==> src/rtl/serial_adder_pkg.sv <==
// Shared types and sizing helpers for the serial add/subtract unit.
package serial_adder_pkg;

   typedef enum logic [1:0] {
      IDLE = 2'd0,
      RUN  = 2'd1,
      DONE = 2'd2
   } state_t;

   function automatic int steps(input int width, input int digit);
      return width / digit;
   endfunction

   // Enough bits to hold 0..n_steps, never narrower than one bit.
   function automatic int cnt_w(input int n_steps);
      return (n_steps < 1) ? 1 : $clog2(n_steps + 1);
   endfunction

endpackage

==> src/rtl/fa_digit.sv <==
// DIGIT-bit combinational ripple adder built from half-adder pairs; also
// exposes the carry into its top bit so the caller can derive overflow.
module fa_digit #(
   parameter int DIGIT = 1
) (
   input  logic [DIGIT-1:0] a,
   input  logic [DIGIT-1:0] b,
   input  logic             cin,
   output logic [DIGIT-1:0] s,
   output logic             cout,
   output logic             c_msb_in
);

   logic [DIGIT:0]   c;
   logic [DIGIT-1:0] p;
   logic [DIGIT-1:0] g;
   logic [DIGIT-1:0] t;

   assign c[0] = cin;

   for (genvar i = 0; i < DIGIT; i++) begin : g_bit
      assign p[i]   = a[i] ^ b[i];
      assign g[i]   = a[i] & b[i];
      assign s[i]   = p[i] ^ c[i];
      assign t[i]   = p[i] & c[i];
      assign c[i+1] = g[i] | t[i];
   end

   assign cout     = c[DIGIT];
   assign c_msb_in = c[DIGIT-1];

endmodule

==> src/rtl/serial_adder.sv <==
// Multi-cycle add/subtract unit: DIGIT bits per clock, LSB first, with the
// inter-digit carry held in a flip-flop and a start/done handshake.
module serial_adder
   import serial_adder_pkg::*;
#(
   parameter int WIDTH = 8,
   parameter int DIGIT = 1
) (
   input  logic             clk,
   input  logic             rst_n,
   input  logic             start,
   input  logic [WIDTH-1:0] a,
   input  logic [WIDTH-1:0] b,
   input  logic             cin,
   input  logic             sub,
   output logic             busy,
   output logic             done,
   output logic [WIDTH-1:0] sum,
   output logic             cout,
   output logic             ovf
);

   localparam int STEPS = steps(WIDTH, DIGIT);
   localparam int CW    = cnt_w(STEPS);
   localparam logic [CW-1:0] LAST_STEP = CW'(STEPS - 1);

   if (WIDTH < 2 || DIGIT < 1 || (WIDTH % DIGIT) != 0) begin : g_bad_params
      $error("serial_adder: WIDTH must be >= 2 and a multiple of DIGIT");
   end

   state_t           state;
   state_t           state_nxt;
   logic [WIDTH-1:0] op_a;
   logic [WIDTH-1:0] op_b;
   logic             carry;
   logic [CW-1:0]    step;

   logic                   accept;
   logic                   last_step;
   logic [DIGIT-1:0]       dig_s;
   logic                   dig_cout;
   logic                   dig_c_msb;
   logic [WIDTH+DIGIT-1:0] sum_cat;

   fa_digit #(.DIGIT(DIGIT)) u_digit (
      .a        (op_a[DIGIT-1:0]),
      .b        (op_b[DIGIT-1:0]),
      .cin      (carry),
      .s        (dig_s),
      .cout     (dig_cout),
      .c_msb_in (dig_c_msb)
   );

   // A new request is taken whenever no computation is running, including
   // the done cycle, so back-to-back operations need no idle gap.
   assign accept    = start && (state != RUN);
   assign last_step = (step == LAST_STEP);
   assign sum_cat   = {dig_s, sum};

   assign busy = (state == RUN);
   assign done = (state == DONE);

   always_ff @(posedge clk or negedge rst_n) begin
      if (!rst_n) begin
         state <= IDLE;
      end else begin
         state <= state_nxt;
      end
   end

   always_comb begin
      state_nxt = state;
      case (state)
         IDLE:    if (start) state_nxt = RUN;
         RUN:     if (last_step) state_nxt = DONE;
         DONE:    state_nxt = start ? RUN : IDLE;
         default: state_nxt = IDLE;
      endcase
   end

   // Operands drain LSB-first while result digits enter sum from the top,
   // so after STEPS shifts sum holds the full result in place.
   always_ff @(posedge clk or negedge rst_n) begin
      if (!rst_n) begin
         op_a  <= '0;
         op_b  <= '0;
         carry <= 1'b0;
         step  <= '0;
         sum   <= '0;
         cout  <= 1'b0;
         ovf   <= 1'b0;
      end else if (accept) begin
         op_a  <= a;
         op_b  <= sub ? ~b : b;
         carry <= sub ? 1'b1 : cin;
         step  <= '0;
      end else if (state == RUN) begin
         op_a  <= op_a >> DIGIT;
         op_b  <= op_b >> DIGIT;
         carry <= dig_cout;
         sum   <= sum_cat[WIDTH+DIGIT-1:DIGIT];
         step  <= step + CW'(1);
         if (last_step) begin
            cout <= dig_cout;
            ovf  <= dig_c_msb ^ dig_cout;
         end
      end
   end

endmodule
==> config.mk <==
export PLATFORM = sky130hd
export DESIGN_NAME = serial_adder
export DESIGN_NICKNAME = d
export VERILOG_FILES = /design/src/rtl/serial_adder_pkg.sv /design/src/rtl/fa_digit.sv /design/src/rtl/serial_adder.sv
export SDC_FILE = /design/constraint.sdc
export NUM_CORES = 1
export LEC_CHECK = 0
export ABC_CLOCK_PERIOD_IN_PS = 2000
export CAP_MARGIN = 25
export CORE_UTILIZATION = 50
export DETAILED_ROUTE_END_ITERATION = 6
export PLACE_DENSITY = 0.79
export SLEW_MARGIN = 5
export SYNTH_ARGS = -nofsm -noshare
export SYNTH_HDL_FRONTEND = slang
export SYNTH_HIERARCHICAL = 1
export SYNTH_SLANG_ARGS = --single-unit
==> constraint.sdc <==
create_clock -name clk -period 2 [get_ports clk]
set_clock_uncertainty 0.1 [all_clocks]
set_input_delay 0.3 -clock clk [delete_from_list [all_inputs] [get_ports clk]]
set_output_delay 0.3 -clock clk [all_outputs]
set_load 0.05 [all_outputs]
==> reports/metrics.cfg <==
[status]
outcome = finished with violations
violations = design-rule violations

[synthesis]
postSynthAreaPerCell_sq_um = 10.31
syn_area_sq_um = 1546
synthCells = 150
synth_top_family_by_area = simple AND/OR/NAND/NOR gates
syn_nets = 173
synth_mux_area_frac = 0.1303
ys_types = 24
synth_edf_count = 0
yosysMostFrequentCell = nand2_1
synth_compound_area_frac = 0.07767
synth.area.top_cells = dfrtp_1 (53%), nand2_1 (10%), mux2i_1 (10%), o21ai_0 (6.5%), xor2_1 (5.1%)
synth.largest_area_cell = dfrtp_1
synth-xor-area-share = 0.05663
synthArstFlopShare = 1.000
synthAdderAreaFrac = 0.02104
yosysTopAreaCellShare = 0.5340
ys_seq_area_frac = 0.5340
synth_commonest_cells = nand2_1 (43), dfrtp_1 (33), o21ai_0 (20)
synth_simple_gate_area_frac = 0.1375
synth_seq_cells = 33
synthFlopType = dfrtp_1
synth_warnings = 6

[grt]
grt_pass1_vias = 1115
grt_overflow_total = 0
grt_pass1_wl_um = 4871
antenna_found_initial = 0
track_usage = 0.1969
grt_max_degree = 34

[job]
maxCapViolations = 0

[detailed_routing]
top_layer = met4
wl_met3_um = 137
met1_length_um = 1292
post-route-drc-count = 3
via_per_inst = 5.175
drt-total-wl_um = 2864
detail_route.wl_per_cell_um = 13.20
wl_met2_um = 1390
first_pass_iters = 6
vias = 1123
first_iter_violations = 67
ant_nets = 0

[pwr]
peakVddDrop_mv = 0.8107
powerDensity_nw_per_um2 = 1529
power_uw = 3033
power.leakage_uw = 0.0009468

[critical_path]
reg2reg_to = state[0]$_DFFE_PN0P_
path_cells = clkdlybuf4s50_1
reg2reg_from = state[1]$_DFFE_PN0P_
slowest_delay_ps = 810
crit_family = buffers and inverters
crit_fanout = 3
crit_cells = 1
crit_start = sum[7]$_DFFE_PN0P_
r2r_setup_slack_ps = 400
critPathCaptureType = output port
critPathBufInv = 1
crit_arrival_ps = 1530
r2r_cells = 5
cp_slowest_cell = clkdlybuf4s50_1
cp_data_required_time_ps = 1600
critPathLaunchType = register
critical_path_class = reg2out
crit_path_end = sum[7]

[timing]
finalSetupViolCount = 0
whs_ps = 249.8
timing.setup.tns_ps = 0
timing.fmax_mhz = 518.5
post-route-period-util = 0.9643
worstMarginPinSlew_ps = 509.9
final_max_slew_viol_count = 0
min_period_ps = 1929
rsz0062_at_grt = no
hold_viol = 0
maxSlewHeadroom = 0.6590

[placed_design]
gp_congestion = 0.7264
dp_cells = 209
dp_hpwl_um = 2107
io_buffers = 32

[clock_tree]
cts_buffers = 5
cts_max_level = 2
clkTransAtPathRegs_ps = 100
post_cts_buffers = 0
root_buffer = clkbuf_4
cts_sinks = 33
cts_tree = yes
ctsHoldBuffers = 0
clk-insertion-delay-late_ps = 330
cts_resized = 0
cts_buffer_depth = 2

[layout]
antenna_cells = 0
fin_util = 0.6956
layout-drive-gt1-share = 0.1075
multi_input_area_sq_um = 654.4
num-fill-cells = 223
instances_no_fill = 217
nets = 208
synthToLayoutAreaGrowth_pct = 28.32
regArea_sq_um = 825.8

[die]
die_y_um = 57.62
core_area_sq_um = 2853
die_area_sq_um = 3319
row_count = 19
ios = 33
die_w_um = 57.62
initial_core_util = 0.5421

[min_path]
hold_class = in2async

flip-flops by register name (all words and copies together), names as in the netlist:
register  count
op_a          8
op_b          8
sum           8
step          4
state         2
carry         1
cout          1
ovf           1
through the flow:
step	worst slack, ps	cell area (sq um)
after floorplan	523.9	1546
after global placement	338.9	1899
after detailed placement	264.0	1899
after CTS	50.89	1984
after global routing	18.20	1984
final	71.39	1984
cell usage in the layout (no fill, tap or decap):
master and count:
inv_2 1, fa_1 1, inv_1 1, nor2_1 2, clkbuf_1 1, a21oi_1 1
nor3_4 1, clkbuf_8 1, buf_4 7, nand3_1 3, a211oi_1 1, o21ai_0 20
clkdlybuf4s50_1 30, xnor2_1 1, o21a_1 1, xor2_1 9, clkbuf_4 5, bufinv_16 1
mux2_2 1, mux2_4 2, ha_1 1, nor2b_1 1, nand2b_1 1, mux2i_1 16
dfrtp_1 33, buf_12 1, nand2_1 43
how the worst min path moves through the flow:
stage	depth (start not counted)	to	start	slack [ps]
6_report	2	ovf$_DFFE_PN0P_	rst_n	250
5_1_grt	2	ovf$_DFFE_PN0P_	rst_n	280
4_1_cts	2	ovf$_DFFE_PN0P_	rst_n	260
3_5_place_dp	2	op_a[6]$_DFFE_PN0P_	op_a[7]$_DFFE_PN0P_	370
3_3_place_gp	2	sum[0]$_DFFE_PN0P_	sum[0]$_DFFE_PN0P_	360
2_1_floorplan	0	carry$_DFFE_PN0P_	rst_n	-100
worst reg2reg max path: stages, from the launching register on:
cell      delay (ps)
dfrtp_1          390
nand2b_1         310
inv_2            170
buf_4            280
o21ai_0          150
o21ai_0          120
cell type report:
class / count / area share
repair buffers: 38 / 0.1879
flip-flops and latches: 33 / 0.4161
clock buffers: 7 / 0.02774
well taps: 31 / 0.01955
multi-input cells: 105 / 0.3298
clock inverters: 1 / 0.01513
inverters: 2 / 0.003783
metal layers:
layer,GRT usage,vias to the layer above
met3,0.06250,6
met5,0,-
li1,-,559
met2,0.3239,28
met4,0.07666,0
met1,0.2429,530
logic make-up after synthesis:
family	Yosys count
compound gates	23
xor+xnor	10
fa+ha+maj	2
buf+inv	12
flops	33
mux	19
simple gates	51
where the power goes:
part	internal [uW]	switching [uW]
registers	947	196
logic	525	847
clock network	298	220
No activity file was read; power rests on OpenSTA's default activity.
